<file path="config.mk">
export PLATFORM = sky130hd
export DESIGN_NAME = player_ctrl
export DESIGN_NICKNAME = d
export VERILOG_FILES = /design/src/rtl/player_ctrl.sv
export SDC_FILE = /design/constraint.sdc
export NUM_CORES = 1
export LEC_CHECK = 0
export BUFFER_PORTS_ARGS = -buffer_cell sky130_fd_sc_hd__buf_2
export CAP_MARGIN = 15
export CORE_AREA = 2 2 39 41
export CTS_CLUSTER_DIAMETER = 50
export DETAILED_ROUTE_END_ITERATION = 8
export DIE_AREA = 0 0 41 43
export GPL_TIMING_DRIVEN = 0
export PLACE_DENSITY = 0.55
export SYNTH_ARGS = -nofsm -noshare
export SYNTH_HDL_FRONTEND = slang
export SYNTH_SLANG_ARGS = --single-unit
export TNS_END_PERCENT = 100
</file>
<file path="constraint.sdc">
create_clock -name clk -period 2 [get_ports clk]
set_clock_uncertainty 0.1 [all_clocks]
set_input_delay 0.1 -clock clk [delete_from_list [all_inputs] [get_ports clk]]
set_output_delay 0.1 -clock clk [all_outputs]
set_load 0.02 [all_outputs]
</file>
<file path="src/rtl/player_ctrl.sv">
// player_ctrl: per-player controller for the tennis/squash game.
//
// The block watches the ball's hittable window and the player's swing button.
// A swing that lands inside the window produces a one-cycle return pulse. A
// window that closes without a swing costs a life, unless squash (practice)
// mode is on. When the last life is lost the block raises match and stays in
// OVER until start_game is dropped.
//
// Ports
//   clk            in   1  system clock, rising edge
//   rst            in   1  asynchronous, active-low reset
//   ret            out  1  one-cycle pulse: ball returned ("return" is a
//                          reserved word in SystemVerilog, hence the short name)
//   life           out  2  remaining lives
//   match          out  1  high while game over (lives exhausted)
//   button         in   1  raw swing button, asynchronous, active-high
//   hittable_ball  in   1  ball-in-reach window, synchronous to clk
//   start_game     in   1  level; high starts/continues a game
//   squash_en      in   1  practice mode: misses do not cost lives
//
// Parameters
//   LIVES           lives loaded at game start (1..3)
//   LOCKOUT_CYCLES  swing-lockout length after a whiff
//
// Build option
//   PLAYER_LOCKOUT_EN  when defined, a whiff in READY starts a LOCKOUT_CYCLES
//                      down-counter; presses are ignored while it is non-zero.
//                      When undefined, whiffs have no effect and no counter
//                      exists.
//
// States
//   IDLE   | no game running; waits for start_game
//   READY  | game running, ball out of reach
//   WINDOW | ball hittable, waiting for a swing
//   HIT    | ball returned; waits for the window to close
//   OVER   | lives exhausted; match high until start_game drops

module player_ctrl #(
  parameter int LIVES          = 3,
  parameter int LOCKOUT_CYCLES = 4
) (
  input  logic       clk,
  input  logic       rst,
  output logic       ret,
  output logic [1:0] life,
  output logic       match,
  input  logic       button,
  input  logic       hittable_ball,
  input  logic       start_game,
  input  logic       squash_en
);

  localparam logic [1:0] LIVES_INIT = 2'(LIVES);

  typedef enum logic [2:0] {
    IDLE   = 3'd0,
    READY  = 3'd1,
    WINDOW = 3'd2,
    HIT    = 3'd3,
    OVER   = 3'd4
  } state_t;

  state_t     state;
  state_t     state_nxt;
  logic       ret_nxt;
  logic [1:0] life_nxt;
  logic       match_nxt;

  // Button conditioning: two-flop synchronizer plus an edge flop, so a held
  // button yields a single press strobe.
  logic sync1;
  logic sync2;
  logic prev;
  logic press;
  logic press_ok;

  always_ff @(posedge clk or negedge rst) begin
    if (!rst) begin
      sync1 <= 1'b0;
      sync2 <= 1'b0;
      prev  <= 1'b0;
    end else begin
      sync1 <= button;
      sync2 <= sync1;
      prev  <= sync2;
    end
  end

  assign press = sync2 & ~prev;

`ifdef PLAYER_LOCKOUT_EN
  localparam int LW = (LOCKOUT_CYCLES < 1) ? 1 : $clog2(LOCKOUT_CYCLES + 1);

  logic [LW-1:0] lock_cnt;

  // Runs across state changes; only IDLE and reset clear it. A press that is
  // itself locked out does not re-arm the counter.
  always_ff @(posedge clk or negedge rst) begin
    if (!rst) begin
      lock_cnt <= '0;
    end else if (state == IDLE) begin
      lock_cnt <= '0;
    end else if (state == READY && press_ok) begin
      lock_cnt <= LW'(LOCKOUT_CYCLES);
    end else if (lock_cnt != '0) begin
      lock_cnt <= lock_cnt - LW'(1);
    end
  end

  assign press_ok = press & (lock_cnt == '0);
`else
  assign press_ok = press;
`endif

  logic       hit;
  logic       miss;
  logic [1:0] life_dec;

  assign hit      = press_ok & hittable_ball;
  assign miss     = ~hittable_ball;
  assign life_dec = (life == 2'd0) ? 2'd0 : life - 2'd1;

  // State and registered outputs.
  always_ff @(posedge clk or negedge rst) begin
    if (!rst) begin
      state <= IDLE;
      ret   <= 1'b0;
      life  <= 2'd0;
      match <= 1'b0;
    end else begin
      state <= state_nxt;
      ret   <= ret_nxt;
      life  <= life_nxt;
      match <= match_nxt;
    end
  end

  // Next-state logic. Dropping start_game aborts any running rally.
  always_comb begin
    state_nxt = state;
    unique case (state)
      IDLE: begin
        if (start_game) state_nxt = READY;
      end
      READY: begin
        if (!start_game)        state_nxt = IDLE;
        else if (hittable_ball) state_nxt = WINDOW;
      end
      WINDOW: begin
        if (!start_game) begin
          state_nxt = IDLE;
        end else if (hit) begin
          state_nxt = HIT;
        end else if (miss) begin
          if (!squash_en && life_dec == 2'd0) state_nxt = OVER;
          else                                state_nxt = READY;
        end
      end
      HIT: begin
        if (!start_game)         state_nxt = IDLE;
        else if (!hittable_ball) state_nxt = READY;
      end
      OVER: begin
        if (!start_game) state_nxt = IDLE;
      end
      default: state_nxt = IDLE;
    endcase
  end

  // Next values of the registered outputs.
  always_comb begin
    ret_nxt   = 1'b0;
    life_nxt  = life;
    match_nxt = match;
    unique case (state)
      IDLE: begin
        if (start_game) begin
          life_nxt  = LIVES_INIT;
          match_nxt = 1'b0;
        end
      end
      WINDOW: begin
        if (start_game) begin
          if (hit) begin
            ret_nxt = 1'b1;
          end else if (miss && !squash_en) begin
            life_nxt = life_dec;
            if (life_dec == 2'd0) match_nxt = 1'b1;
          end
        end
      end
      OVER: begin
        life_nxt  = 2'd0;
        match_nxt = 1'b1;
      end
      default: ;
    endcase
  end

endmodule

</file>
==> results of run 1 <==
[worst reg2reg max path, stage by stage (launching register included)]
cell     delay [ps]
dfrtp_1         380
buf_2           170
or4b_1          500
nor3_1          160
nor3_1           80
[final timing paths]
| kind | end | start |
|---|---|---|
| worst max-delay path | life[1]$_DFFE_PN0P_ | state[0]$_DFFE_PN0P_ |
| worst min-delay path | state[1]$_DFFE_PN0P_ | hittable_ball |
| worst max register to register | life[1]$_DFFE_PN0P_ | state[0]$_DFFE_PN0P_ |
| worst min register to register | sync2$_DFF_PN0_ | sync1$_DFF_PN0_ |
| max in group asynchronous | match$_DFFE_PN0P_ | rst |
| min in group asynchronous | state[0]$_DFFE_PN0P_ | rst |
[stage by stage]
stage	utilization, %	setup WS, ps	hold WS (ps)	instances
2_1_floorplan	-	525	-296	46
3_3_place_gp	40.5	505	-131	71
3_5_place_dp	40.5	523	-128	71
4_1_cts	45.3	514	18.5	78
5_1_grt	45.3	396	32.0	78
6_report	45.3	509	26.7	78
[power by group through the flow]
stage / logic, uW / clock network [uW] / registers, uW
final: 67.4 / 184 / 221
after global routing: 75.4 / 201 / 223
after CTS: 68.5 / 190 / 221
after detailed placement: 63.8 / 0 / 225
after global placement: 63.6 / 0 / 225
after floorplan: 31.5 / 0 / 233
[final cells by class]
| class | count | area [um2] | area share (%) |
|---|---|---|---|
| clock buffer | 4 | 36.3 | 5.79 |
| multi-input combinational | 33 | 224 | 35.7 |
| sequential | 10 | 250 | 39.9 |
| buffer | 3 | 21.3 | 3.39 |
| tap | 16 | 20.0 | 3.19 |
| timing repair buffer | 12 | 75.1 | 12.0 |
[state kept, by name, summed over array words and instances (netlist names)]
name / flops
prev: 1
sync2: 1
ret: 1
life: 2
sync1: 1
state: 3
match: 1
[per-layer routing]
layer	track usage, %	vias up	routed length, um
met5	0	-	0
met4	10.0	0	19
met3	3.14	2	29
met2	19.4	7	397
met1	18.6	180	454
li1	-	202	-
[logic make-up (layout without fill, tap and decap cells)]
logic type,after synthesis,count (layout),share of synthesized area [%]
buffers and inverters,3,19,4.29
AO/OA/AOI/OAI,13,13,18.7
AND/OR/NAND/NOR,20,20,26.5
flip-flops,10,10,50.5
[layout by cell type (no fill, tap or decap)]
master         count
and2b_1            1
nand2b_1           3
nand3b_1           3
or4b_4             1
o21ai_0            1
clkbuf_4           3
a21oi_1            5
o31a_1             1
a31oi_1            1
clkbuf_8           1
nor2_1             3
or4b_1             1
o31ai_1            1
dlygate4sd3_1      3
nand4bb_1          1
a211oi_2           1
nand2_1            1
o21ba_2            1
buf_2             11
buf_6              1
o21bai_1           1
o211a_1            1
dfrtp_1           10
nor3_1             5
or2b_1             1
[repair_timing]
item,in CTS,in global routing
endpoints found under the hold margin,12,0
resized for setup,0,0
buffers inserted,0,0
hold buffers,3,0
==> metrics.yaml, run 1 <==
worst_setup_path:
  crit_slowest_cell: "or4b_1"
  start_kind: "register"
  worstPathArrival_ps: 1540
  crit_type: "reg -> reg"
  worstSetupPathDepth: 4
  cp_num_buf_inv: 1
  reg2regPathDepth: 4
  cp_cell_sequence: "buf_2 -> or4b_1 -> nor3_1 -> nor3_1"
  cpPeakStageDelay_ps: 490
  rrSetupSlack_ps: 510
  crit_family: "simple AND/OR/NAND/NOR gates"
  required_ps: 2050
  cp_max_fo: 10
  crit_top_cell: "nor3_1"
  end_kind: "register"
global_routing:
  grt_max_degree: 11
  grt_antenna_before_repair: 0
  grt_pass1_wl_um: 1630
  gr-total-overflow: 0
  grt_use_total_pct: 14.0
  grt_pass1_vias: 404
timing:
  relSlewSlack_pct: 72.1
  drv_slew: 0
  period_needed_ps: 1490
  fin_crit_sh_pct: 74.5
  setup_viol_count_final: 0
  rsz0062_at_grt: "no"
  worst_pin_slew_ps: 415
  finalHoldViolations: 0
  fmax_mhz: 671
  totalNegativeSetupSlack_ps: 0
detailed_routing:
  drtAntennaViolNets: 0
  routed_wl_um: 900
  dr.pass1.iters: 2
  drc: 0
  post_drt_wl_per_cell_um: 11.5
  drt_iter0_markers: 7
  route.vias.total: 391
  vias_per_cell: 5.01
cts:
  cts_buffers: 3
  path_clk_slew_ps: 70
  clock-sinks: 10
  cts_max_path_buffers: 2
  cts_tree: "done"
  clk_latency_ps: 270
  cts_root_buf: "clkbuf_4"
  ctsHtreeMaxLevel: 1
die:
  ios: 10
  die_h_um: 43
  die-area_um2: 1760
  initial_utilization_pct: 35.8
  die_w_um: 41
  rows: 14
  coreArea_um2: 1380
pwr:
  intPower_uw: 354
  p_sw_uw: 118
  netSwitchingFraction_pct: 25.0
  total_power_uw: 473
  power.density_nw_per_um2: 754
  comb_power_share_pct: 14.3
  clockPowerShare_pct: 38.9
  p_leak_uw: 0.000265
  ir_worst_vdd_v: 0.000355
  p_seq_share_pct: 46.8
logic_synthesis:
  synth.most_common_cell: "dfrtp_1"
  ys_types: 22
  yosysWarningCount: 0
  yosysTopAreaCell: "dfrtp_1"
  synthCells: 46
  ys_seq_area_share_pct: 50.5
  synth_common_cells: "dfrtp_1 (10), a21oi_1 (5), nor3_1 (5)"
  synthArstFlopShare_pct: 100
  synth_top_cell_area_share_pct: 50.5
  yosys-top-cells-area: "dfrtp_1 (51%), a21oi_1 (5.1%), nor3_1 (5.1%)"
  synth-edff-count: 0
  avgSynthCellArea_um2: 10.8
  yosys_register_bits: 10
  synth_fp_nets: 52
  netlist_area_um2: 495
  synth-main-ff-cell: "dfrtp_1"
run:
  drv_cap: 0
placement:
  port_buffers: 9
  dp_hpwl_um: 657
  gp_congestion: 0.763
  post_dp_cell_area_um2: 561
outcome:
  run_status: "completed"
cells_and_area:
  drive_gt1_share_pct: 30.6
  final_area_um2: 627
  area_growth_pct: 26.5
  diodes: 0
  fill_cells: 129
  fin_nets: 69
min_path:
  worstHoldPathCells: 3
  hold_class: "in -> reg"
No activity file was read; power rests on OpenSTA's default activity.
==> run 2: changes to the inputs <==
--- a/config.mk
+++ b/config.mk
@@ -5,6 +5,7 @@
 export SDC_FILE = /design/constraint.sdc
 export NUM_CORES = 1
 export LEC_CHECK = 0
+export ABC_AREA = 1
 export BUFFER_PORTS_ARGS = -buffer_cell sky130_fd_sc_hd__buf_2
 export CAP_MARGIN = 15
 export CORE_AREA = 2 2 39 41
@@ -12,7 +13,7 @@
 export DETAILED_ROUTE_END_ITERATION = 8
 export DIE_AREA = 0 0 41 43
 export GPL_TIMING_DRIVEN = 0
-export PLACE_DENSITY = 0.55
+export PLACE_DENSITY = 0.62
 export SYNTH_ARGS = -nofsm -noshare
 export SYNTH_HDL_FRONTEND = slang
 export SYNTH_SLANG_ARGS = --single-unit
==> constraint.sdc (replaced) <==
create_clock -name clk -period 1.5 [get_ports clk]
set_clock_uncertainty 0.1 [all_clocks]
set_input_delay 0.075 -clock clk [delete_from_list [all_inputs] [get_ports clk]]
set_output_delay 0.075 -clock clk [all_outputs]
set_load 0.02 [all_outputs]
==> metrics.yaml, run 2 <==
cts:
  ctsHtreeMaxLevel: 1
  cts_resized: 0
  clock-sinks: 10
  cts_tree: "done"
  clk_latency_ps: 250
  cts_max_path_buffers: 2
  cts_root_buf: "clkbuf_4"
  path_clk_slew_ps: 60
  cts_setup_buffers: 0
  cts_buffers: 3
worst_setup_path:
  cpPeakStageDelay_ps: 470
  crit_family: "simple AND/OR/NAND/NOR gates"
  start_kind: "register"
  r2r-end: "state[1]$_DFFE_PN0P_"
  crit_top_cell: "nand2_1"
  cp_num_buf_inv: 1
  r2r_start: "state[1]$_DFFE_PN0P_"
  cp_cell_sequence: "nor2_2 -> nand3_1 -> nand2_2 -> inv_2 -> nand4_1 -> nand2_1 -> nand2_1"
  reg2regPathDepth: 7
  crit_type: "reg -> reg"
  cp_max_fo: 7
  required_ps: 1590
  crit_slowest_cell: "dfrtp_1"
  end_kind: "register"
  worstPathArrival_ps: 1450
  rrSetupSlack_ps: 150
die:
  die_w_um: 41
  die-area_um2: 1760
  coreArea_um2: 1380
  die_h_um: 43
  initial_utilization_pct: 42.0
  rows: 14
  ios: 10
logic_synthesis:
  synth.most_common_cell: "nand2_1"
  yosysTopAreaCell: "dfrtp_1"
  yosys_register_bits: 10
  synth-edff-count: 0
  netlist_area_um2: 582
  synthCells: 77
  avgSynthCellArea_um2: 7.56
  yosys-top-cells-area: "dfrtp_1 (43%), nand2_1 (13%), nand3_1 (7.7%)"
  synth-main-ff-cell: "dfrtp_1"
  synthArstFlopShare_pct: 100
  synth_top_cell_area_share_pct: 43.0
  ys_types: 17
  synth_common_cells: "nand2_1 (20), dfrtp_1 (10), nand3_1 (9)"
  synth_fp_nets: 83
  yosysWarningCount: 0
  ys_seq_area_share_pct: 43.0
detailed_routing:
  vias_per_cell: 4.92
  drtAntennaViolNets: 0
  drt_iter0_markers: 5
  wl_met1_um: 511
  wl_met3_um: 26
  top_layer: "met4"
  dr.pass1.iters: 3
  wl_met2_um: 507
  drc: 0
  post_drt_wl_per_cell_um: 9.84
  route.vias.total: 526
  routed_wl_um: 1050
timing:
  relSlewSlack_pct: 79.8
  fmax_mhz: 738
  worst_pin_slew_ps: 303
  finalHoldViolations: 0
  rsz0062_at_grt: "no"
  period_needed_ps: 1350
  fin_crit_sh_pct: 90.3
  drv_slew: 0
  setup_viol_count_final: 0
  totalNegativeSetupSlack_ps: 0
cells_and_area:
  final_cell_mix: "nand2_1 (20), dfrtp_1 (10), nand3_1 (9), buf_2 (9), inv_1 (8)"
  final_cells: 107
  drive_gt1_share_pct: 29.7
  final_area_um2: 698
  largest_registers: "state x3, life x2"
  area_growth_pct: 20.0
  fill_cells: 144
  fin_nets: 98
  multiInputGateArea_um2: 285
  final_common_cell: "nand2_1"
  diodes: 0
  largest_reg_flops: 3
  seqCellArea_um2: 250
  top_register: "state"
min_path:
  hold_path_end: "ret$_DFF_PN0_"
  worstHoldPathCells: 3
  hold_class: "in -> reg"
  hp-start: "start_game"
placement:
  port_buffers: 8
  dp_hpwl_um: 834
  post_dp_cell_area_um2: 642
  gp_congestion: 0.824
  place_inst: 101
pwr:
  p_leak_uw: 0.000377
  total_power_uw: 1150
  ir_worst_vdd_v: 0.000764
  power.density_nw_per_um2: 1650
global_routing:
  grt_pass1_wl_um: 1710
  grt_pass1_vias: 425
  grt_use_total_pct: 14.8
  grt_antenna_before_repair: 0
  gr-total-overflow: 0
  grt_max_degree: 11
run:
  drv_cap: 0
outcome:
  run_status: "completed"
run 2: cell families after synthesis:
family	Yosys count	share of synthesized area [%]
buffers and inverters	12	7.96
and+or+nand+nor	47	40.4
AOI/OAI and AO/OA	8	8.60
DFF	10	43.0
run 2: timing repair:
action | 4_1_cts | 5_1_grt
hold endpoints to repair | 11 | 0
endpoints found under the setup margin | 0 | 0
hold buffers | 2 | 0
run 2: how the worst max path moves through the flow:
stage,slack [ps],start,to,cells after the start
2_1_floorplan,290,state[1]$_DFFE_PN0P_,life[0]$_DFFE_PN0P_,5
3_3_place_gp,170,state[1]$_DFFE_PN0P_,life[0]$_DFFE_PN0P_,5
3_5_place_dp,170,state[1]$_DFFE_PN0P_,life[0]$_DFFE_PN0P_,5
4_1_cts,150,state[1]$_DFFE_PN0P_,life[0]$_DFFE_PN0P_,5
5_1_grt,60,state[1]$_DFFE_PN0P_,state[1]$_DFFE_PN0P_,7
6_report,150,state[1]$_DFFE_PN0P_,state[1]$_DFFE_PN0P_,7
run 2: layout make-up:
class                      instances  share of cell area (%)
multi-input combinational         55                    40.9
sequential                        10                    35.8
timing repair buffer              10                    8.60
inverter                          11                    5.91
clock buffer                       4                    5.20
tap                               16                    2.87
buffer                             1                   0.717
run 2: metal layers:
| metal | global-route usage, % | vias up |
|---|---|---|
| met5 | 0 | - |
| li1 | - | 274 |
| met1 | 19.9 | 244 |
| met2 | 20.6 | 6 |
| met3 | 3.14 | 2 |
| met4 | 10.0 | 0 |
run 2: worst min-delay path, cell delays in order:
cell,delay [ps]
buf_2,150
nand2_2,100
nor2_1,40
run 2: metrics by stage:
stage                     hold WS [ps]  util, %  setup WS [ps]
final                             44.7     50.5            146
after CTS                         33.7     50.5            150
after global routing              52.0     50.5           56.4
after floorplan                   -321        -            293
after detailed placement          -162     46.4            170
after global placement            -161     46.4            173
run 2: power breakdown:
group	internal, uW	total [uW]	switching, uW	leakage (uW)
Combinational	186	511	325	0.000233
Sequential	338	416	78.6	0.000122
Clock	147	226	79.5	0.0000210
Total	670	1150	483	0.000377
==> run 3: changes to the inputs <==
--- a/config.mk
+++ b/config.mk
@@ -5,7 +5,6 @@
 export SDC_FILE = /design/constraint.sdc
 export NUM_CORES = 1
 export LEC_CHECK = 0
-export ABC_AREA = 1
 export BUFFER_PORTS_ARGS = -buffer_cell sky130_fd_sc_hd__buf_2
 export CAP_MARGIN = 15
 export CORE_AREA = 2 2 39 41
@@ -13,8 +12,8 @@
 export DETAILED_ROUTE_END_ITERATION = 8
 export DIE_AREA = 0 0 41 43
 export GPL_TIMING_DRIVEN = 0
-export PLACE_DENSITY = 0.62
+export PLACE_DENSITY = 0.55
 export SYNTH_ARGS = -nofsm -noshare
 export SYNTH_HDL_FRONTEND = slang
 export SYNTH_SLANG_ARGS = --single-unit
-export TNS_END_PERCENT = 100
+export TNS_END_PERCENT = 5
==> constraint.sdc (replaced) <==
create_clock -name clk -period 1.25 [get_ports clk]
set_clock_uncertainty 0.1 [all_clocks]
set_input_delay 0.0625 -clock clk [delete_from_list [all_inputs] [get_ports clk]]
set_output_delay 0.0625 -clock clk [all_outputs]
set_load 0.02 [all_outputs]
==> metrics.yaml, run 3 (synthesized netlist as in run 1, its figures left out) <==
cells_and_area:
  fill_cells: 134
  area_growth_pct: 34.6
  final_cell_mix: "buf_2 (10), dfrtp_1 (9), a21oi_1 (5), dlygate4sd3_1 (4)"
  top_register: "state"
  fin_nets: 70
  seqCellArea_um2: 251
  multiInputGateArea_um2: 246
  final_common_cell: "buf_2"
  largest_registers: "state x3, life x2"
  diodes: 0
  largest_reg_flops: 3
  drive_gt1_share_pct: 41.3
worst_setup_path:
  required_ps: 1300
  r2r-end: "life[1]$_DFFE_PN0P_"
  critPathLaunch: "state[2]$_DFFE_PN0P_"
  cp_max_fo: 10
  r2r_start: "state[2]$_DFFE_PN0P_"
  end_kind: "register"
  cp_cell_sequence: "buf_6 -> or4b_4 -> nor3_2 -> nor3_1"
  crit_slowest_cell: "or4b_4"
  cpPeakStageDelay_ps: 530
  worstPathArrival_ps: 1520
  rrSetupSlack_ps: -220
  reg2regPathDepth: 4
  start_kind: "register"
  crit_type: "reg -> reg"
placement:
  dp_hpwl_um: 690
  place_ws_ps: -234
  gp_congestion: 0.729
  port_buffers: 9
cts:
  cts_setup_buffers: 0
  cts_root_buf: "clkbuf_4"
  path_clk_slew_ps: 70
  cts_tree: "done"
  ctsHtreeMaxLevel: 1
  clock-sinks: 10
  cts_max_path_buffers: 2
  clk_latency_ps: 270
  cts_buffers: 3
pwr:
  power.density_nw_per_um2: 1150
  p_leak_uw: 0.000274
  ir_worst_vdd_v: 0.000719
  total_power_uw: 770
global_routing:
  gr-total-overflow: 0
  grt_use_total_pct: 14.2
  grt_pass1_vias: 389
  grt_max_degree: 11
  grt_pass1_wl_um: 1660
  grt_antenna_before_repair: 0
die:
  die_w_um: 41
  die-area_um2: 1760
  die_h_um: 43
  initial_utilization_pct: 35.8
  rows: 14
  ios: 10
  coreArea_um2: 1380
detailed_routing:
  routed_wl_um: 1030
  post_drt_wl_per_cell_um: 13.0
  drtAntennaViolNets: 0
  drt_iter0_markers: 9
  dr.pass1.iters: 2
  drc: 0
  vias_per_cell: 5.14
  route.vias.total: 406
min_path:
  worstHoldPathCells: 4
  hp-start: "squash_en"
  hold_class: "in -> reg"
  hold_path_end: "state[2]$_DFFE_PN0P_"
timing:
  period_needed_ps: 1470
  setup_viol_count_final: 3
  rsz0062_at_grt: "yes"
  worst_pin_slew_ps: 296
  worst_hold_slack_ps: 45.2
  fin_crit_sh_pct: 118
  finalHoldViolations: 0
  drv_slew: 0
  fmax_mhz: 679
  relSlewSlack_pct: 80.2
  totalNegativeSetupSlack_ps: -414
  setup_ws_ps: -222
run:
  drv_cap: 0
outcome:
  violations: "negative setup slack"
  run_status: "finished with violations"
==> run 3: cell count changes in the layout (fill, tap and decap cells not counted), moves of 4 or more <==
cell	before	now
nor2_1	7	3
nand2_1	20	0
o21ai_1	4	0
inv_1	8	0
a21oi_1	1	5
nand3_1	9	0
==> run 3: final cells by class <==
class | count | share of cell area (%)
Multi-Input combinational cell | 33 | 37.0
Clock buffer | 4 | 5.44
Tap cell | 16 | 3.00
Buffer | 3 | 4.13
Sequential cell | 10 | 37.7
Timing Repair Buffer | 13 | 12.8
==> run 3: worst max-delay path: cells and delay by family (launching register included) <==
family / cells / cell delay [ps]
buffers and inverters: 1 / 140
flip-flops: 1 / 390
AND/OR/NAND/NOR: 3 / 720
==> run 3: layer usage <==
layer / part of all wire (%) / vias to the layer above / global-route usage, %
met3: 3.0 / 2 / 3.14
met1: 50 / 196 / 19.3
li1: - / 202 / -
met2: 46 / 6 / 19.1
met4: 0.39 / 0 / 10.0
met5: 0 / - / 0
==> run 3: repair_timing <==
action,in CTS,in global routing
hold buffers,3,1
hold endpoints to repair,12,1
gates cloned,0,0
setup endpoints to repair,4,4
gates resized for setup,5,3
==> run 3: worst max path at each step <==
stage	slack, ps	cells after the start	endpoint
finish	-220	4	life[1]$_DFFE_PN0P_
global route	-280	4	life[1]$_DFFE_PN0P_
CTS	-220	4	life[1]$_DFFE_PN0P_
detailed placement	-230	4	life[1]$_DFFE_PN0P_
global placement	-240	4	life[1]$_DFFE_PN0P_
floorplan	-160	3	life[0]$_DFFE_PN0P_
==> run 3: stage by stage <==
| step | area (um2) | std cells | utilization (%) |
|---|---|---|---|
| 3_3_place_gp | 562 | 71 | 40.6 |
| 6_report | 667 | 79 | 48.2 |
| 4_1_cts | 648 | 78 | 46.8 |
| 3_5_place_dp | 562 | 71 | 40.6 |
| 2_1_floorplan | 497 | 46 | - |
| 5_1_grt | 667 | 79 | 48.2 |
==> run 3: report_power, final <==
group	switching (uW)	total, uW	internal (uW)
sequential	11.9	355	344
clock	118	295	177
combinational	65.6	120	54.0
total	196	770	575
